$ cat config.mk
export PLATFORM = sky130hd
export DESIGN_NAME = vector_pe
export DESIGN_NICKNAME = d
export VERILOG_FILES = /design/src/rtl/pe_pkg.sv /design/src/rtl/pe_weight_mem.sv /design/src/rtl/vector_pe.sv
export SDC_FILE = /design/constraint.sdc
export NUM_CORES = 2
export LEC_CHECK = 0
export ABC_CLOCK_PERIOD_IN_PS = 8530
export BUFFER_PORTS_ARGS = -buffer_cell sky130_fd_sc_hd__buf_2
export CAP_MARGIN = 20
export CORE_UTILIZATION = 58
export DETAILED_ROUTE_END_ITERATION = 6
export GPL_ROUTABILITY_DRIVEN = 0
export PLACE_DENSITY = 0.85
export SKIP_CTS_REPAIR_TIMING = 1
export SLEW_MARGIN = 20
export SYNTH_ARGS = -nofsm -noshare
export SYNTH_HDL_FRONTEND = slang
export SYNTH_SLANG_ARGS = --single-unit
$ cat constraint.sdc
create_clock -name clk -period 8.53 [get_ports clk]
set_input_delay 1.2795 -clock clk [delete_from_list [all_inputs] [get_ports clk]]
set_output_delay 1.2795 -clock clk [all_outputs]
set_load 0.02 [all_outputs]
$ cat src/rtl/pe_pkg.sv
// rtl/pe_pkg.sv - shared types and width helpers for the vector processing element
//
// Contents:
//   pe_state_e  - accumulator FSM state (IDLE: no open vector, ACCUM: vector open)
//   prod_width  - width of one signed lane product
//   sum_width   - width of the signed sum of all lane products
package pe_pkg;

    typedef enum logic [0:0] {
        IDLE  = 1'b0,
        ACCUM = 1'b1
    } pe_state_e;

    function automatic int prod_width(input int input_width);
        return 2 * input_width;
    endfunction

    // Each doubling of the lane count can add one bit of growth to the sum.
    function automatic int sum_width(input int input_width, input int lanes);
        return prod_width(input_width) + $clog2(lanes);
    endfunction

endpackage

$ cat src/rtl/pe_weight_mem.sv
// rtl/pe_weight_mem.sv - register-file weight memory, one combinational read, one write port
//
// Ports:
//   clk, rst  - clock and synchronous active-high reset (clears every entry)
//   wr_en     - write wr_data into entry wr_addr at the next rising edge
//   wr_addr   - write address; out-of-range writes are dropped
//   wr_data   - LANES raw INPUT_WIDTH lanes
//   rd_addr   - read address; out-of-range reads return 0
//   rd_data   - entry contents, combinational (a same-cycle write is not yet visible)
module pe_weight_mem #(
    parameter int LANES       = 4,
    parameter int INPUT_WIDTH = 16,
    parameter int MEM_DEPTH   = 16,
    parameter int ADDR_WIDTH  = $clog2(MEM_DEPTH)
) (
    input  logic                         clk,
    input  logic                         rst,
    input  logic                         wr_en,
    input  logic [ADDR_WIDTH-1:0]        wr_addr,
    input  logic [LANES*INPUT_WIDTH-1:0] wr_data,
    input  logic [ADDR_WIDTH-1:0]        rd_addr,
    output logic [LANES*INPUT_WIDTH-1:0] rd_data
);

    logic [LANES*INPUT_WIDTH-1:0] mem [MEM_DEPTH];

    logic wr_in_range;
    logic rd_in_range;

    // Only matters when MEM_DEPTH is not a power of two.
    assign wr_in_range = (32'(wr_addr) < MEM_DEPTH);
    assign rd_in_range = (32'(rd_addr) < MEM_DEPTH);

    always_ff @(posedge clk) begin
        if (rst) begin
            for (int i = 0; i < MEM_DEPTH; i++) begin
                mem[i] <= '0;
            end
        end else if (wr_en && wr_in_range) begin
            mem[wr_addr] <= wr_data;
        end
    end

    assign rd_data = rd_in_range ? mem[rd_addr] : '0;

endmodule

$ cat src/rtl/vector_pe.sv
// rtl/vector_pe.sv - streamed multi-lane signed dot-product processing element
//
// Each accepted beat multiplies LANES signed activations by LANES signed weights
// (direct or from the local weight memory) and sums the products; sums accumulate
// across beats until in_last, then one result is offered on out_valid/out_ready.
// Pipeline: P1 (products) -> P2 (lane sum) -> accumulator FSM / result register.
//
// Ports:
//   clk, rst                          - clock, synchronous active-high reset
//   in_valid/in_ready                 - beat handshake (in_ready = global advance enable)
//   in_data, in_weight                - packed lanes, lane i at [i*INPUT_WIDTH +: INPUT_WIDTH]
//   in_use_stored, in_addr            - take weights from memory entry in_addr instead
//   in_last                           - final beat of the vector
//   wr_en, wr_addr, wr_data           - weight-memory write (proceeds during stalls)
//   out_valid/out_ready, out_result   - one signed result per vector
//   out_overflow                      - saturation seen in this vector
//   busy                              - vector open or a pipeline stage valid
//
// Build option: PE_SATURATE_EN clamps every accumulator update to the signed
// OUTPUT_WIDTH range and drives out_overflow; without it arithmetic wraps and
// out_overflow is tied 0.
module vector_pe
    import pe_pkg::*;
#(
    parameter int INPUT_WIDTH  = 16,
    parameter int OUTPUT_WIDTH = 40,
    parameter int LANES        = 4,
    parameter int MEM_DEPTH    = 16,
    parameter int ADDR_WIDTH   = $clog2(MEM_DEPTH)
) (
    input  logic                           clk,
    input  logic                           rst,
    input  logic                           in_valid,
    output logic                           in_ready,
    input  logic [LANES*INPUT_WIDTH-1:0]   in_data,
    input  logic [LANES*INPUT_WIDTH-1:0]   in_weight,
    input  logic                           in_use_stored,
    input  logic [ADDR_WIDTH-1:0]          in_addr,
    input  logic                           in_last,
    input  logic                           wr_en,
    input  logic [ADDR_WIDTH-1:0]          wr_addr,
    input  logic [LANES*INPUT_WIDTH-1:0]   wr_data,
    output logic                           out_valid,
    input  logic                           out_ready,
    output logic signed [OUTPUT_WIDTH-1:0] out_result,
    output logic                           out_overflow,
    output logic                           busy
);

    localparam int VEC_W  = LANES * INPUT_WIDTH;
    localparam int PROD_W = prod_width(INPUT_WIDTH);
    localparam int SUM_W  = sum_width(INPUT_WIDTH, LANES);

    logic                           en;
    logic [VEC_W-1:0]               mem_rd_data;
    logic [VEC_W-1:0]               weight_row;
    logic signed [PROD_W-1:0]       prod_next [LANES];

    logic                           p1_valid;
    logic                           p1_last;
    logic signed [PROD_W-1:0]       p1_prod [LANES];

    logic signed [SUM_W-1:0]        tree_sum;
    logic                           p2_valid;
    logic                           p2_last;
    logic signed [SUM_W-1:0]        p2_sum;

    pe_state_e                      state;
    logic signed [OUTPUT_WIDTH-1:0] acc;
    logic signed [OUTPUT_WIDTH-1:0] next_val;

    // A held, unaccepted result freezes the whole pipeline and the FSM.
    assign en       = !(out_valid && !out_ready);
    assign in_ready = en;
    assign busy     = (state == ACCUM) || p1_valid || p2_valid;

    pe_weight_mem #(
        .LANES       (LANES),
        .INPUT_WIDTH (INPUT_WIDTH),
        .MEM_DEPTH   (MEM_DEPTH),
        .ADDR_WIDTH  (ADDR_WIDTH)
    ) u_weight_mem (
        .clk     (clk),
        .rst     (rst),
        .wr_en   (wr_en),
        .wr_addr (wr_addr),
        .wr_data (wr_data),
        .rd_addr (in_addr),
        .rd_data (mem_rd_data)
    );

    assign weight_row = in_use_stored ? mem_rd_data : in_weight;

    // Lanes are sign-extended to product width before multiplying.
    always_comb begin
        for (int i = 0; i < LANES; i++) begin
            prod_next[i] = PROD_W'(signed'(in_data[i*INPUT_WIDTH +: INPUT_WIDTH]))
                         * PROD_W'(signed'(weight_row[i*INPUT_WIDTH +: INPUT_WIDTH]));
        end
    end

    // SUM_W has enough headroom that this reduction never overflows.
    always_comb begin
        tree_sum = '0;
        for (int i = 0; i < LANES; i++) begin
            tree_sum = tree_sum + SUM_W'(p1_prod[i]);
        end
    end

`ifdef PE_SATURATE_EN
    // One extra bit over the wider of acc and the lane sum keeps the raw
    // total exact, so the clamp decision never sees a wrapped value.
    localparam int EXT_W = ((OUTPUT_WIDTH > SUM_W) ? OUTPUT_WIDTH : SUM_W) + 1;

    logic signed [EXT_W-1:0] total;
    logic                    sat_pos;
    logic                    sat_neg;
    logic                    vec_ov;
    logic                    ov_acc;

    always_comb begin
        total   = ((state == ACCUM) ? EXT_W'(acc) : '0) + EXT_W'(p2_sum);
        // Bits above the result's sign bit must all match the sign to fit.
        sat_pos = !total[EXT_W-1] && (|total[EXT_W-2:OUTPUT_WIDTH-1]);
        sat_neg = total[EXT_W-1] && !(&total[EXT_W-2:OUTPUT_WIDTH-1]);
        if (sat_pos) begin
            next_val = {1'b0, {(OUTPUT_WIDTH-1){1'b1}}};
        end else if (sat_neg) begin
            next_val = {1'b1, {(OUTPUT_WIDTH-1){1'b0}}};
        end else begin
            next_val = total[OUTPUT_WIDTH-1:0];
        end
        // Sticky within a vector; a fresh vector starts clean.
        vec_ov = (sat_pos || sat_neg) || ((state == ACCUM) && ov_acc);
    end

    always_ff @(posedge clk) begin
        if (rst) begin
            ov_acc       <= 1'b0;
            out_overflow <= 1'b0;
        end else if (en && p2_valid) begin
            if (p2_last) begin
                out_overflow <= vec_ov;
            end else begin
                ov_acc <= vec_ov;
            end
        end
    end
`else
    always_comb begin
        next_val = ((state == ACCUM) ? acc : '0) + OUTPUT_WIDTH'(p2_sum);
    end

    assign out_overflow = 1'b0;
`endif

    always_ff @(posedge clk) begin
        if (rst) begin
            p1_valid <= 1'b0;
            p1_last  <= 1'b0;
            for (int i = 0; i < LANES; i++) begin
                p1_prod[i] <= '0;
            end
            p2_valid   <= 1'b0;
            p2_last    <= 1'b0;
            p2_sum     <= '0;
            state      <= IDLE;
            acc        <= '0;
            out_valid  <= 1'b0;
            out_result <= '0;
        end else if (en) begin
            p1_valid <= in_valid;
            p1_last  <= in_last;
            for (int i = 0; i < LANES; i++) begin
                p1_prod[i] <= prod_next[i];
            end
            p2_valid <= p1_valid;
            p2_last  <= p1_last;
            p2_sum   <= tree_sum;

            // en implies any held result is being taken now, so out_valid
            // simply follows whether a new result loads this cycle.
            out_valid <= p2_valid && p2_last;

            if (p2_valid) begin
                if (p2_last) begin
                    out_result <= next_val;
                    state      <= IDLE;
                end else begin
                    acc   <= next_val;
                    state <= ACCUM;
                end
            end
        end
    end

endmodule

# Yosys cells after proc, flatten, opt, wreduce, memory -nomap -nowiden
# Memories as Yosys holds them, arrays and structs flattened.
# Index checks and enable logic that the tools add are counted.
[classes]
n_reduce_logical = 10
mux = 18
n_addsub = 4
n_mul = 4
bitwise = 6
[op_table]
columns = ["op", "count"]
rows = [
  ["16-bit by 16-bit multiplier with 32-bit output", 4],
  ["32-bit 2-to-1 mux", 4],
  ["64-bit 2-to-1 mux", 2],
  ["64-bit OR reduction", 1],
  ["40-bit adder", 1],
  ["40-bit 2-to-1 mux", 1],
  ["33-bit by 32-bit adder with 34-bit output", 1],
  ["34-bit by 32-bit adder with 34-bit output", 1],
  ["32-bit by 32-bit adder with 33-bit output", 1],
  ["1-bit 2-to-1 mux", 10],
  ["3-bit AND reduction", 2],
  ["4-bit 2-to-1 mux", 1],
  ["1-bit bitwise OR", 4],
  ["1-bit logical AND", 2],
  ["1-bit zero test", 2],
  ["1-bit logical OR", 2],
  ["1-bit NOT", 2],
  ["2-bit AND reduction", 1],
]
[word_totals]
register_bits = 120
out_inout_bits = 44
mem_bits_rw = 1152
n_memories = 2
inputBits = 207
wordCells = 53
[memory_table]
columns = ["name", "depth", "word_bits", "read_ports", "rd_clocked_by_memory_dff", "write_ports", "line", "source"]
rows = [
  ["u_weight_mem.mem", 16, 64, 1, 0, 16, "pe_weight_mem.sv:25", "logic [LANES*INPUT_WIDTH-1:0] mem [MEM_DEPTH];"],
  ["p1_prod", 4, 32, 4, 0, 4, "vector_pe.sv:61", "logic signed [PROD_W-1:0] p1_prod [LANES];"],
]

# Longest topological paths before layout
[depth]
ltp_word = 6
mapped_depth = 31

# Modules after synthesis
# From an unflattened synthesis, not the netlist that was laid out.
[unflattened]
cells_unflattened = 8432
hier_area_um2 = 98756.0
[by_module_without_submodules]
columns = ["mod", "cells_per_inst", "area_each_um2", "seq_area_each_um2", "instances"]
rows = [
  ["vector_pe", 5631, 53080.9, 6246.0, 1],
  ["pe_weight_mem", 2801, 45675.1, 30749.5, 1],
]

# Worst setup path before layout
# Ideal clock, no wire load.
[synth_timing]
path_type = "input to register"
startpoint = "in in_addr[1]"
endpoint = "mem p1_prod[1][30] in the netlist's numbering, data pin"
arrival_ns = 8.515
path_stages = 26
slack_ns = -0.251
setup_time_ns = 0.266
path_cell_list = "buf_1 > buf_1 > mux4_2 > mux4_2 > mux2i_2 > buf_4 > nand2b_1 > fa_1 > inv_1 > fa_1 > fa_1 > fa_1 > fa_1 > inv_1 > fa_1 > inv_1 > ha_1 > a21o_1 > a21o_1 > a21o_1 > a221o_1 > a2111oi_0 > a31oi_1 > o21ai_0 > xor2_1 > nor2_1"
[synth_rtl]
columns = ["item", "line", "source"]
rows = [
  ["start, declared", "vector_pe.sv:38", "input logic [ADDR_WIDTH-1:0] in_addr,"],
  ["end, declared", "vector_pe.sv:61", ""],
]

==> impl_metrics.py <==
metrics = {
    "outcome": {
        "status": "finished, violations left",
        "violations": "design-rule violations",
    },
    "floorplanning": {
        "core-area_um2": 171700,
        "die_h_um": 418.0,
        "die-area_um2": 174700,
        "io_pins": 251,
        "start_util_pct": 58.44,
        "die_width_um": 418.0,
        "rows": 152,
    },
    "sta": {
        "slew_headroom_pct": 21.89,
        "fin_crit_sh_pct": 97.12,
        "fmax_mhz": 120.7,
        "hold_ws_ps": 451.2,
        "period_needed_ps": 8285,
        "finalHoldViolations": 0,
        "worst_slew_pin_slew_ps": 1167,
        "setup_viol": 0,
        "clock_skew_ps": 91.68,
        "setup_ws_ps": 245.4,
        "drv_slew": 0,
    },
    "detailed_routing": {
        "first_pass_iters": 7,
        "wire_per_inst_um": 24.88,
        "wirelength_um": 281500,
        "vias": 68360,
        "drc": 12,
        "drt-initial-drc-count": 7945,
        "final_antenna_net_count": 0,
        "vias_per_cell": 6.042,
    },
    "global_route": {
        "overflow": 0,
        "grt_max_degree": 74,
        "grt_pass1_vias": 73050,
        "grt_pass1_wl_um": 428400,
        "antenna_found_initial": 55,
        "grt_use_total_pct": 32.69,
    },
    "synth": {
        "synth_seq_area_share_pct": 36.86,
        "ys.flop_type": "edfxtp_1",
        "netlist_area_um2": 100400,
        "ys.warnings.count": 0,
        "syn_avg_cell_area_um2": 11.91,
        "syn-num-nets": 10150,
        "netlist.area_leader.share_pct": 34.47,
        "synth_edf_count": 1152,
        "async_flop_share_pct": 0,
        "synth_most_common_cell": "inv_1",
        "ys_top_cells_by_area": "edfxtp_1 (34%), fa_1 (22%), and2_1 (7.3%)",
        "yosysTopAreaCell": "edfxtp_1",
        "synth_top_cells_by_count": "inv_1 (1183), and2_1 (1166), edfxtp_1 (1152)",
        "synth_cell_types": 79,
        "synth_seq_cells": 1272,
        "netlist_instances": 8429,
    },
    "clock_tree": {
        "cts_tree": "built",
        "clk_latency_ps": 800,
        "h-tree-depth": 3,
        "clk_path_buf_depth": 3,
        "numCtsBuffers": 121,
        "clk_pin_slew_ps": 60,
        "clockRootBuffer": "clkbuf_16",
        "cts.sinks": 1272,
    },
    "cells_and_area": {
        "fin_util_pct": 64.90,
        "drive_gt1_share_pct": 15.68,
        "fin_nets": 10580,
        "syn_to_final_growth_pct": 11.05,
        "fillers": 11590,
    },
    "critical_path": {
        "cp.arrival_ps": 8720,
        "r2r-start": "u_weight_mem.mem[9][1]",
        "worstSetupEndpoint": "p1_prod[1][28]",
        "crit_start": "in_addr[0]",
        "cp_max_fo": 14,
        "reg2reg_depth": 26,
        "setup.worst_path.start_class": "input pin",
        "cp-end-kind": "flop",
        "required_ps": 8960,
        "crit_type": "in -> reg",
        "r2r_end": "p1_prod[0][21]",
        "worst-r2r-setup-slack_ps": 790,
    },
    "place": {
        "pre_cts_ws_ps": -558.7,
        "dp_hpwl_um": 193300,
        "numPortBuffers": 249,
    },
    "min_path": {
        "hold_path.class": "reg -> reg",
    },
    "job": {
        "max_cap_violations": 0,
    },
}
==> metal layers <==
layer,vias up,global-route usage [%],wire (um)
li1,28500,-,-
met1,34020,37.12,91010
met2,4684,54.48,137800
met3,1120,7.305,30680
met4,28,23.77,21770
met5,-,0,224
==> how the worst min path moves through the flow <==
stage                               from             end  cells after the start
after CTS                         acc[0]          acc[0]                      2
after global routing             acc[15]         acc[15]                      2
final                     out_result[18]  out_result[18]                      2
after detailed placement          acc[6]          acc[6]                      2
after global placement            acc[9]          acc[9]                      2
after floorplan               p2_sum[13]      p2_sum[13]                      2
==> placed cells by master, fill, tap and decap left out, types with 22 or more instances in the layout <==
cell type  synthesis  routed
buf_2             42     243
and3_1            37      37
nor3_1            51      46
nor2b_1          486     485
nand3_1           48      48
a21oi_1          208     207
buf_12             0      57
o21a_1            29      29
mux2i_4           27      30
nand4_1           25      25
fa_1            1114    1114
nor2_1           250     236
dfxtp_1          120     120
and2_1          1166    1166
clkbuf_1         334      31
a211oi_1          39      38
diode_2            0      40
a21o_1            94      94
ha_1             400     400
buf_4             21     456
edfxtp_1        1152    1152
xor2_1            64      64
nand2_1          546     545
xnor2_1          120     120
clkbuf_16          0     121
mux4_2           320     320
o21ai_0          103      88
mux2_4            22      22
clkinv_1           0      25
nand2b_1         128     128
inv_1           1183    1179
==> metrics by stage <==
stage,std cells,setup TNS [ps],instance area [um2]
after floorplan,8429,-82.00,100500
after detailed placement,11050,-17340,107300
final,11310,0,111500
after global placement,11050,-10530,107300
after global routing,11310,-79.66,111400
after CTS,11270,0,111200
==> worst max-delay path: stages <==
cell       delay (ps)
buf_8             160
buf_12            200
buf_4             190
mux4_2            540
mux4_2            600
mux2i_4           270
buf_12            160
nor2b_1            60
fa_1              400
fa_1              580
fa_1              470
fa_1              460
fa_1              530
inv_1              60
fa_1              470
inv_1              40
ha_1              290
a21o_1            200
a21o_1            170
a21o_1            200
a221o_1           370
a2111oi_2         400
a31oi_1           160
a21oi_1           170
xor2_1            170
nor2_1             60
==> registers in the layout (all words and copies together) (netlist names), 34 cells and up <==
name / cells
u_weight_mem.mem: 1024
out_result: 40
p1_prod: 128
p2_sum: 34
acc: 40
==> layout make-up <==
type | count | area (um2) | share of cell area, %
inverter | 1183 | 4443 | 3.986
antenna | 40 | 100.1 | 0.08980
tap | 2310 | 2890 | 2.593
clock inverter | 72 | 762.0 | 0.6836
clock buffer | 152 | 3144 | 2.821
sequential | 1272 | 37000 | 33.19
timing repair buffer | 762 | 5904 | 5.297
multi-input combinational | 5522 | 57220 | 51.34
==> cell families (layout without fill, tap and decap cells) <==
group | count (synthesis) | after routing | synth area share [%]
XOR/XNOR | 184 | 184 | 1.606
flip-flops | 1272 | 1272 | 36.86
AND/OR/NAND/NOR | 2801 | 2801 | 15.39
AO/OA/AOI/OAI | 631 | 631 | 4.038
multiplexers | 391 | 391 | 8.386
adder cells (fa/ha/maj) | 1514 | 1514 | 27.21
other | 1 | 41 | 0.003736
buffers and inverters | 1635 | 2169 | 6.515
Power is not shown: default switching activity piles up to over one toggle a cycle in this logic, so the estimate is an artifact.
